<file path="src/rtl/mem_stage_lsu.sv">
// Pipeline memory stage with a load/store unit between EX/MEM and MEM/WB.
// Supports sized and signed loads/stores, byte enables, and a req/gnt/rvalid
// bus with variable latency. Misaligned accesses and bus timeouts retire as
// exceptions. mem_busy tells the hazard unit to hold upstream stages.
module mem_stage_lsu #(
  parameter int ADDR_WIDTH     = 32,
  parameter int DATA_WIDTH     = 32,
  parameter int TIMEOUT_CYCLES = 64,
  parameter int CNT_WIDTH      = 8
) (
  input  logic                    clk,
  input  logic                    reset_n,
  input  logic                    hazard_stall,
  input  logic                    hazard_flush,
  input  logic                    EX_MEM_enable_out,
  input  logic [31:0]             EX_MEM_PC,
  input  logic [DATA_WIDTH-1:0]   EX_MEM_ALUResult,
  input  logic [DATA_WIDTH-1:0]   EX_MEM_WriteData,
  input  logic [2:0]              EX_MEM_Funct3,
  input  logic [4:0]              EX_MEM_Rd,
  input  logic                    EX_MEM_MemRead,
  input  logic                    EX_MEM_MemWrite,
  input  logic                    EX_MEM_MemToReg,
  input  logic                    EX_MEM_RegWrite,
  output logic                    dmem_req,
  output logic                    dmem_we,
  output logic [ADDR_WIDTH-1:0]   dmem_addr,
  output logic [DATA_WIDTH-1:0]   dmem_wdata,
  output logic [DATA_WIDTH/8-1:0] dmem_be,
  input  logic                    dmem_gnt,
  input  logic                    dmem_rvalid,
  input  logic [DATA_WIDTH-1:0]   dmem_rdata,
  output logic                    mem_busy,
  output logic [31:0]             MEM_WB_PC,
  output logic [DATA_WIDTH-1:0]   MEM_WB_ReadData,
  output logic [DATA_WIDTH-1:0]   MEM_WB_ALUResult,
  output logic [4:0]              MEM_WB_Rd,
  output logic                    MEM_WB_RegWrite,
  output logic                    MEM_WB_MemToReg,
  output logic                    MEM_WB_enable_out,
  output logic                    MEM_WB_exc,
  output logic [1:0]              MEM_WB_exc_code
);

  localparam int NB   = DATA_WIDTH / 8;
  localparam int OFFW = $clog2(NB);

  localparam logic [1:0] S_IDLE  = 2'd0;
  localparam logic [1:0] S_REQ   = 2'd1;
  localparam logic [1:0] S_RESP  = 2'd2;
  localparam logic [1:0] S_DRAIN = 2'd3;

  localparam logic [CNT_WIDTH-1:0] CNT_LAST = CNT_WIDTH'(TIMEOUT_CYCLES - 1);

  logic [1:0]            state;
  logic [1:0]            next_state;
  logic [CNT_WIDTH-1:0]  cnt;

  logic [31:0]           cap_pc;
  logic [DATA_WIDTH-1:0] cap_alu;
  logic [4:0]            cap_rd;
  logic                  cap_regwrite;
  logic                  cap_memtoreg;
  logic                  cap_load;
  logic                  cap_unsigned;
  logic [1:0]            cap_size;
  logic [OFFW-1:0]       cap_off;

  logic [1:0]            in_size;
  logic [OFFW-1:0]       in_off;
  logic [OFFW-1:0]       size_mask;
  logic                  in_is_mem;
  logic                  in_misaligned;
  logic                  accept;
  logic                  accept_mem;
  logic [3:0]            in_bytes;
  logic [15:0]           be_wide;
  logic [NB-1:0]         in_be;
  logic [DATA_WIDTH-1:0] in_wdata;

  logic [DATA_WIDTH-1:0] shifted;
  logic [6:0]            ld_bits;
  logic [DATA_WIDTH-1:0] ld_mask;
  logic [DATA_WIDTH-1:0] ld_top;
  logic                  ld_sign;
  logic [DATA_WIDTH-1:0] load_data;

  logic                  timeout_hit;
  logic                  fin_store;
  logic                  fin_load;
  logic                  fin_timeout;

  assign in_size    = EX_MEM_Funct3[1:0];
  assign in_off     = EX_MEM_ALUResult[OFFW-1:0];
  assign in_is_mem  = EX_MEM_MemRead | EX_MEM_MemWrite;
  assign accept     = (state == S_IDLE) && EX_MEM_enable_out && !hazard_stall && !hazard_flush;
  assign accept_mem = accept && in_is_mem && !in_misaligned;
  assign mem_busy   = (state != S_IDLE) || accept_mem;
  assign dmem_req   = (state == S_REQ);
  assign timeout_hit = (cnt >= CNT_LAST);

  // Decode the incoming access: alignment, byte lanes and replicated store data.
  always_comb begin
    size_mask = '0;
    in_wdata  = EX_MEM_WriteData;
    case (in_size)
      2'b00: begin
        size_mask = '0;
        in_wdata  = {NB{EX_MEM_WriteData[7:0]}};
      end
      2'b01: begin
        size_mask = OFFW'(1);
        in_wdata  = {(NB/2){EX_MEM_WriteData[15:0]}};
      end
      2'b10: begin
        size_mask = OFFW'(3);
        in_wdata  = {(NB/4){EX_MEM_WriteData[31:0]}};
      end
      default: begin
        size_mask = OFFW'(7);
        in_wdata  = EX_MEM_WriteData;
      end
    endcase
    in_misaligned = ((in_off & size_mask) != '0) || ((in_size == 2'b11) && (DATA_WIDTH == 32));
    in_bytes      = 4'd1 << in_size;
    be_wide       = ((16'd1 << in_bytes) - 16'd1) << in_off;
    in_be         = be_wide[NB-1:0];
  end

  // Shift the returned word down to the addressed lane, then truncate and extend.
  always_comb begin
    shifted   = dmem_rdata >> {cap_off, 3'b000};
    ld_bits   = 7'd8 << cap_size;
    ld_mask   = ~({DATA_WIDTH{1'b1}} << ld_bits);
    ld_top    = ld_mask ^ (ld_mask >> 1);
    ld_sign   = !cap_unsigned && (|(shifted & ld_top));
    load_data = (shifted & ld_mask) | (ld_sign ? ~ld_mask : '0);
  end

  // Next-state logic; a flush always wins, then completion, then timeout.
  always_comb begin
    next_state  = state;
    fin_store   = 1'b0;
    fin_load    = 1'b0;
    fin_timeout = 1'b0;
    case (state)
      S_IDLE: begin
        if (accept_mem) next_state = S_REQ;
      end
      S_REQ: begin
        if (hazard_flush) begin
          next_state = (dmem_gnt && cap_load) ? S_DRAIN : S_IDLE;
        end else if (dmem_gnt) begin
          if (cap_load) begin
            next_state = S_RESP;
          end else begin
            next_state = S_IDLE;
            fin_store  = 1'b1;
          end
        end else if (timeout_hit) begin
          next_state  = S_IDLE;
          fin_timeout = 1'b1;
        end
      end
      S_RESP: begin
        if (hazard_flush) begin
          next_state = dmem_rvalid ? S_IDLE : S_DRAIN;
        end else if (dmem_rvalid) begin
          next_state = S_IDLE;
          fin_load   = 1'b1;
        end else if (timeout_hit) begin
          next_state  = S_IDLE;
          fin_timeout = 1'b1;
        end
      end
      S_DRAIN: begin
        if (dmem_rvalid) next_state = S_IDLE;
      end
      default: next_state = S_IDLE;
    endcase
  end

  // State, timeout counter and captured operands/bus signals for the access.
  always_ff @(posedge clk or negedge reset_n) begin
    if (!reset_n) begin
      state        <= S_IDLE;
      cnt          <= '0;
      cap_pc       <= '0;
      cap_alu      <= '0;
      cap_rd       <= '0;
      cap_regwrite <= 1'b0;
      cap_memtoreg <= 1'b0;
      cap_load     <= 1'b0;
      cap_unsigned <= 1'b0;
      cap_size     <= '0;
      cap_off      <= '0;
      dmem_we      <= 1'b0;
      dmem_addr    <= '0;
      dmem_wdata   <= '0;
      dmem_be      <= '0;
    end else begin
      state <= next_state;
      if (accept_mem) begin
        cnt          <= '0;
        cap_pc       <= EX_MEM_PC;
        cap_alu      <= EX_MEM_ALUResult;
        cap_rd       <= EX_MEM_Rd;
        cap_regwrite <= EX_MEM_RegWrite;
        cap_memtoreg <= EX_MEM_MemToReg;
        cap_load     <= EX_MEM_MemRead;
        cap_unsigned <= EX_MEM_Funct3[2];
        cap_size     <= in_size;
        cap_off      <= in_off;
        dmem_we      <= EX_MEM_MemWrite && !EX_MEM_MemRead;
        dmem_addr    <= {EX_MEM_ALUResult[ADDR_WIDTH-1:OFFW], {OFFW{1'b0}}};
        dmem_wdata   <= in_wdata;
        dmem_be      <= in_be;
      end else if ((state == S_REQ) || (state == S_RESP)) begin
        cnt <= cnt + CNT_WIDTH'(1);
      end
    end
  end

  // MEM/WB register: one-cycle retire pulse, payload held between retires.
  always_ff @(posedge clk or negedge reset_n) begin
    if (!reset_n) begin
      MEM_WB_PC         <= '0;
      MEM_WB_ReadData   <= '0;
      MEM_WB_ALUResult  <= '0;
      MEM_WB_Rd         <= '0;
      MEM_WB_RegWrite   <= 1'b0;
      MEM_WB_MemToReg   <= 1'b0;
      MEM_WB_enable_out <= 1'b0;
      MEM_WB_exc        <= 1'b0;
      MEM_WB_exc_code   <= '0;
    end else if (state == S_IDLE) begin
      if (hazard_flush) begin
        MEM_WB_PC         <= '0;
        MEM_WB_ReadData   <= '0;
        MEM_WB_ALUResult  <= '0;
        MEM_WB_Rd         <= '0;
        MEM_WB_RegWrite   <= 1'b0;
        MEM_WB_MemToReg   <= 1'b0;
        MEM_WB_enable_out <= 1'b0;
        MEM_WB_exc        <= 1'b0;
        MEM_WB_exc_code   <= '0;
      end else if (accept && (!in_is_mem || in_misaligned)) begin
        MEM_WB_PC         <= EX_MEM_PC;
        MEM_WB_ReadData   <= '0;
        MEM_WB_ALUResult  <= EX_MEM_ALUResult;
        MEM_WB_Rd         <= EX_MEM_Rd;
        MEM_WB_MemToReg   <= EX_MEM_MemToReg;
        MEM_WB_enable_out <= 1'b1;
        MEM_WB_RegWrite   <= in_is_mem ? 1'b0 : EX_MEM_RegWrite;
        MEM_WB_exc        <= in_is_mem;
        MEM_WB_exc_code   <= in_is_mem ? 2'b01 : 2'b00;
      end else begin
        MEM_WB_enable_out <= 1'b0;
      end
    end else if (fin_store || fin_load || fin_timeout) begin
      MEM_WB_PC         <= cap_pc;
      MEM_WB_ReadData   <= fin_load ? load_data : '0;
      MEM_WB_ALUResult  <= cap_alu;
      MEM_WB_Rd         <= cap_rd;
      MEM_WB_RegWrite   <= fin_timeout ? 1'b0 : cap_regwrite;
      MEM_WB_MemToReg   <= cap_memtoreg;
      MEM_WB_enable_out <= 1'b1;
      MEM_WB_exc        <= fin_timeout;
      MEM_WB_exc_code   <= fin_timeout ? 2'b10 : 2'b00;
    end else begin
      MEM_WB_enable_out <= 1'b0;
    end
  end

endmodule

</file>
<file path="config.mk">
export PLATFORM = sky130hd
export DESIGN_NAME = mem_stage_lsu
export DESIGN_NICKNAME = d
export VERILOG_FILES = /design/src/rtl/mem_stage_lsu.sv
export SDC_FILE = /design/constraint.sdc
export NUM_CORES = 1
export LEC_CHECK = 0
export CAP_MARGIN = 10
export CORE_MARGIN = 2
export CORE_UTILIZATION = 47
export DETAILED_ROUTE_END_ITERATION = 10
export PLACE_DENSITY = 0.77
export SYNTH_ARGS = -nofsm -noshare
export SYNTH_HDL_FRONTEND = slang
export SYNTH_SLANG_ARGS = --single-unit
</file>
<file path="constraint.sdc">
create_clock -name clk -period 3 [get_ports clk]
set_input_delay 0.6 -clock clk [delete_from_list [all_inputs] [get_ports clk]]
set_output_delay 0.6 -clock clk [all_outputs]
set_load 0.01 [all_outputs]
</file>
* Word-level counts from Yosys, hierarchy flattened
Index checks and enable logic that the tools add are counted.
Storage, ports and cells: bits in registers 261, input port bits 147
Operators by class: $add $sub $neg 2, order comparisons 1, equality and inequality tests 8, shift operators 6, mux-type cells 70, bitwise logic cells 8, reduce and logical (&&, ||, !) cells 30
Operators with widths (count):
- $mux 32 | 14
- $and 32x32->32 | 2
- $not 32->32 | 2
- $pmux 32 s2 | 1
- $or 32x32->32 | 1
- $reduce_or 32->1 | 1
- $shl 32x7->32 const A | 1
- $shr 32x5->32 | 1
- $xor 32x31->32 | 1
- $mux 1 | 31
- $mux 2 | 15
- $mux 5 | 4
- $mux 8 | 2
- $shl 1x4->16 const A | 1
- $shl 16x2->4 | 1
- $sub 16x1->16 const B | 1
- $logic_and 1x1->1 | 9
- $add 8x1->8 const B | 1
- $ge 8x6->1 const B | 1
- $pmux 2 s4 | 1
- $reduce_bool 2->1 | 4
- $shl 4x2->7 const A | 1
- $eq 2x2->1 const B | 3
- $logic_not 1->1 | 6
- other kinds (11) | 20

* Longest topological paths before layout
Gate-level depths: netlist of the first run.
word-level depth 12, depth in mapped cells 10, gate-level depth less buffers 7

* Least setup slack after synthesis of the first run
No wires, ideal clock.
path kind reg-to-output, start reg state[0], end out mem_busy, data arrival time 2.056 ns, path slack 0.344 ns, cell stages (with the launch flop) 10, path buffers 3, path through dfrtp_1 inv_1 ha_1 nor2b_1 buf_2 nor4b_4 o21ai_1 buf_2 clkbuf_1 nand2_1
On the way: word-level cells in the longest chain between the ends 7
RTL lines:
- start: declaration | line 55 | logic [1:0] state;
- start signal: assignment | line 202 | state <= next_state;
- $logic_not 2->1 | line 96 | assign accept = (state == S_IDLE) && EX_MEM_enable_out && !hazard_stall && !hazard_flush;
- $logic_and 1x1->1 (3 in series) | line 96
- $logic_and 1x1->1 (2 in series) | line 97 | assign accept_mem = accept && in_is_mem && !in_misaligned;
- $logic_or 1x1->1 * | line 98 | assign mem_busy = (state != S_IDLE) || accept_mem;
- end: declaration | line 33 | output logic mem_busy,
Every way passes the cells marked *; elsewhere a longest branch is shown, timed or not.

* Worst setup path in the final report of the first run
Same ends and word-level chain as after synthesis.

==> run metrics, run 1 <==
clk sinks 229; FF+latch area 0.00573 mm^2; critical path's largest stage delay about 390 ps; most common cell in the netlist nand2_1; syn avg cell area 10.5 um^2; First-pass DRT Iterations 7; CTS Buf Count 26; setup violators final 0; sequential fraction of the synthesis area 0.536; DIE AREA 0.0240 mm^2; Final TNS setup 0 ps; ys flop type dfrtp_1; GRT overflow 0; Final Hold Vio Count 0; Vias per Instance 5.39; starting density of the core 0.475; Syn Inst Count 1017; area share of the largest cell type after synthesis 0.536; Sw Pwr 5.01 mW; Avg WL per Cell 18.4 um; fin crit share 0.943; largest net degree at the start of global routing 141; crit path launch type register; Cell variety after synth 52; RSZ-0062 raised after global routing no; synthesis-to-finish area growth 40.6%; Final Critical Period roughly 2800 ps; root buffer selected by CTS clkbuf_16; Switching Fraction 0.340; Remaining DRCs 0; nets@finish 1457; clock latency on the worst-skew pair roughly 540 ps; final WL about 30000 um; combinational share of power 0.432; fill count 1760; port bufs approximately 320; cells along the critical path inv_1 > ha_1 > nor2b_4 > nor4b_4 > o21ai_4 > nand2_1 > dlygate4sd2_1; Cell Rows 55; Crit path arrival time 2230 ps; max cap viols 0; CP max stage cell dfrtp_1; sequential power share 0.345; Core Util, Final 0.668; Synth Cell Area 0.0107 mm^2; global-route total usage across every layer 0.245; CTS tree yes; Clock Tree Buf Depth 3; class of the worst hold path in -> async; Crit Path Max Fanout 4; CP endpoint kind output port; Worst Tran Pin Value around 850 ps; Die Y 155 um; final hold slack 48.8 ps; initial antenna violation count 1; placer's final routability congestion estimate 0.849; layout cells sized above 1 0.131; status completed; Clock power frac 0.223; Worst EP required 2400 ps; post-DP HPWL 20100 um; Slew Limit Headroom 0.432; hold_buf cts 0; Die Wd 155 um; kind of critical path reg -> out; first-pass GRT wire length 47400 um; maximum clock rate 354 MHz; Fin Clk Skew 17.3 ps; final antenna-violating net count 0; Synth top cells by count nand2_1, dfrtp_1, a22o_1; core area roughly 0.023 mm^2; Post-synth EDFFs 0; routed vias 8677; Pins Over Slew Limit 0; footprint of the multi-input gates 0.00436 mm^2; pwr dens 979 mW/mm^2; Area contributors post-synth dfrtp_1, nand2_1, mux2_2; Worst-path clk slew ~60 ps; post-synth top area cell dfrtp_1; Lkg Pwr 6.99 nW; Ys Warns 0; starting DRC count in detailed routing approximately 480; # IOs 325; Synth Register Bits 229; asr flop ratio synth 1.00; P_int approximately 9.7 mW; H-Tree Depth 1; Peak VDD IR 0.614 mV; number of global-route vias before repair 8796
==> registers in the layout, summed over array words and instances, names as in the netlist, 2 cells and up <==
signal,cells
dmem_wdata,32
cap_alu,32
cap_rd,5
dmem_be,4
MEM_WB_Rd,5
MEM_WB_ALUResult,32
MEM_WB_PC,32
MEM_WB_exc_code,2
state,2
cnt,8
cap_pc,32
MEM_WB_ReadData,32
cap_size,2
==> timing repair <==
action / in CTS / in global routing
buffers inserted: 0 / 0
gates resized for setup: 1 / 0
endpoints found under the setup margin: 1 / 0
==> through the flow <==
stage	instances	power [mW]	cell area, um^2	setup slack (ps)
floorplan	1018	8.82	10700	344
global placement	1561	11.3	14100	-60.7
finish	1610	14.7	15000	172
CTS	1609	14.8	15000	130
global route	1609	15.6	15000	39.7
detailed placement	1561	11.5	14100	-36.6
==> cells by family (layout without fill, tap and decap cells) <==
| group | Yosys count | in the layout | synth area share |
|---|---|---|---|
| flops | 229 | 229 | 0.536 |
| simple gates | 347 | 347 | 0.131 |
| other cells | 1 | 3 | 0.000351 |
| fa+ha+maj | 6 | 6 | 0.00702 |
| xor+xnor | 7 | 7 | 0.00574 |
| mux | 120 | 120 | 0.123 |
| compound gates | 194 | 194 | 0.139 |
| buf+inv | 113 | 419 | 0.0586 |
==> metal layers <==
layer	routed length, um	vias to the layer above	GRT usage
li1	-	4060	-
met1	12300	4238	0.319
met2	14100	322	0.407
met3	2230	57	0.0583
met4	869	0	0.0750
met5	0	-	0
==> layout by cell type, fill, tap and decap left out, drive strengths merged, types with 11 or more instances in the layout <==
cell / count
a21oi: 29
nand2: 285
buf: 40
a22o: 76
clkdlybuf4s50: 320
mux2: 79
inv: 11
a221o: 18
dfrtp: 229
nor2: 31
o21ai: 42
mux2i: 40
clkbuf: 34
==> worst paths after layout <==
path	from	end	slack, ps	depth (start not counted)
min in group clk	dmem_wdata[6]	dmem_wdata[6]	470	2
max reg2reg	state[0]	MEM_WB_PC[29]	590	8
max in group asynchronous	reset_n	MEM_WB_ReadData[6]	2130	2
min	reset_n	MEM_WB_ALUResult[11]	50	1
min reg2reg	dmem_wdata[6]	dmem_wdata[6]	470	2
max	state[0]	mem_busy	170	7
==> power groups by stage <==
| stage | sequential (mW) | clock, mW | combinational (mW) |
|---|---|---|---|
| 2_1_floorplan | 5.22 | 0 | 3.60 |
| 3_3_place_gp | 5.06 | 0 | 6.22 |
| 3_5_place_dp | 5.11 | 0 | 6.36 |
| 4_1_cts | 5.08 | 3.35 | 6.39 |
| 5_1_grt | 5.23 | 3.48 | 6.87 |
| 6_report | 5.08 | 3.29 | 6.35 |
==> critical path, delay by kind of cell, from the launching register on <==
kind,cells,cell delay [ps]
AND/OR/NAND/NOR,3,520
buffers and inverters,2,460
flip-flops,1,390
adder cells (fa/ha/maj),1,210
AO/OA/AOI/OAI,1,120
==> final cells by class <==
type | instances | share of cell area
Clock buffer | 34 | 0.0486
Clock inverter | 14 | 0.0107
Multi-Input combinational cell | 676 | 0.290
Antenna cell | 1 | 0.000167
Sequential cell | 229 | 0.381
Timing Repair Buffer | 361 | 0.243
Tap cell | 285 | 0.0237
Inverter | 10 | 0.00250
(Power assumes the default switching activity.)
==> run 2: changes to the inputs <==
--- a/config.mk
+++ b/config.mk
@@ -5,11 +5,12 @@
 export SDC_FILE = /design/constraint.sdc
 export NUM_CORES = 1
 export LEC_CHECK = 0
-export CAP_MARGIN = 10
 export CORE_MARGIN = 2
 export CORE_UTILIZATION = 47
 export DETAILED_ROUTE_END_ITERATION = 10
+export GPL_ROUTABILITY_DRIVEN = 0
 export PLACE_DENSITY = 0.77
+export SLEW_MARGIN = 20
 export SYNTH_ARGS = -nofsm -noshare
 export SYNTH_HDL_FRONTEND = slang
 export SYNTH_SLANG_ARGS = --single-unit
==> results of run 2 <==
Final layout, timing and power as in run 1 (identical DEF).
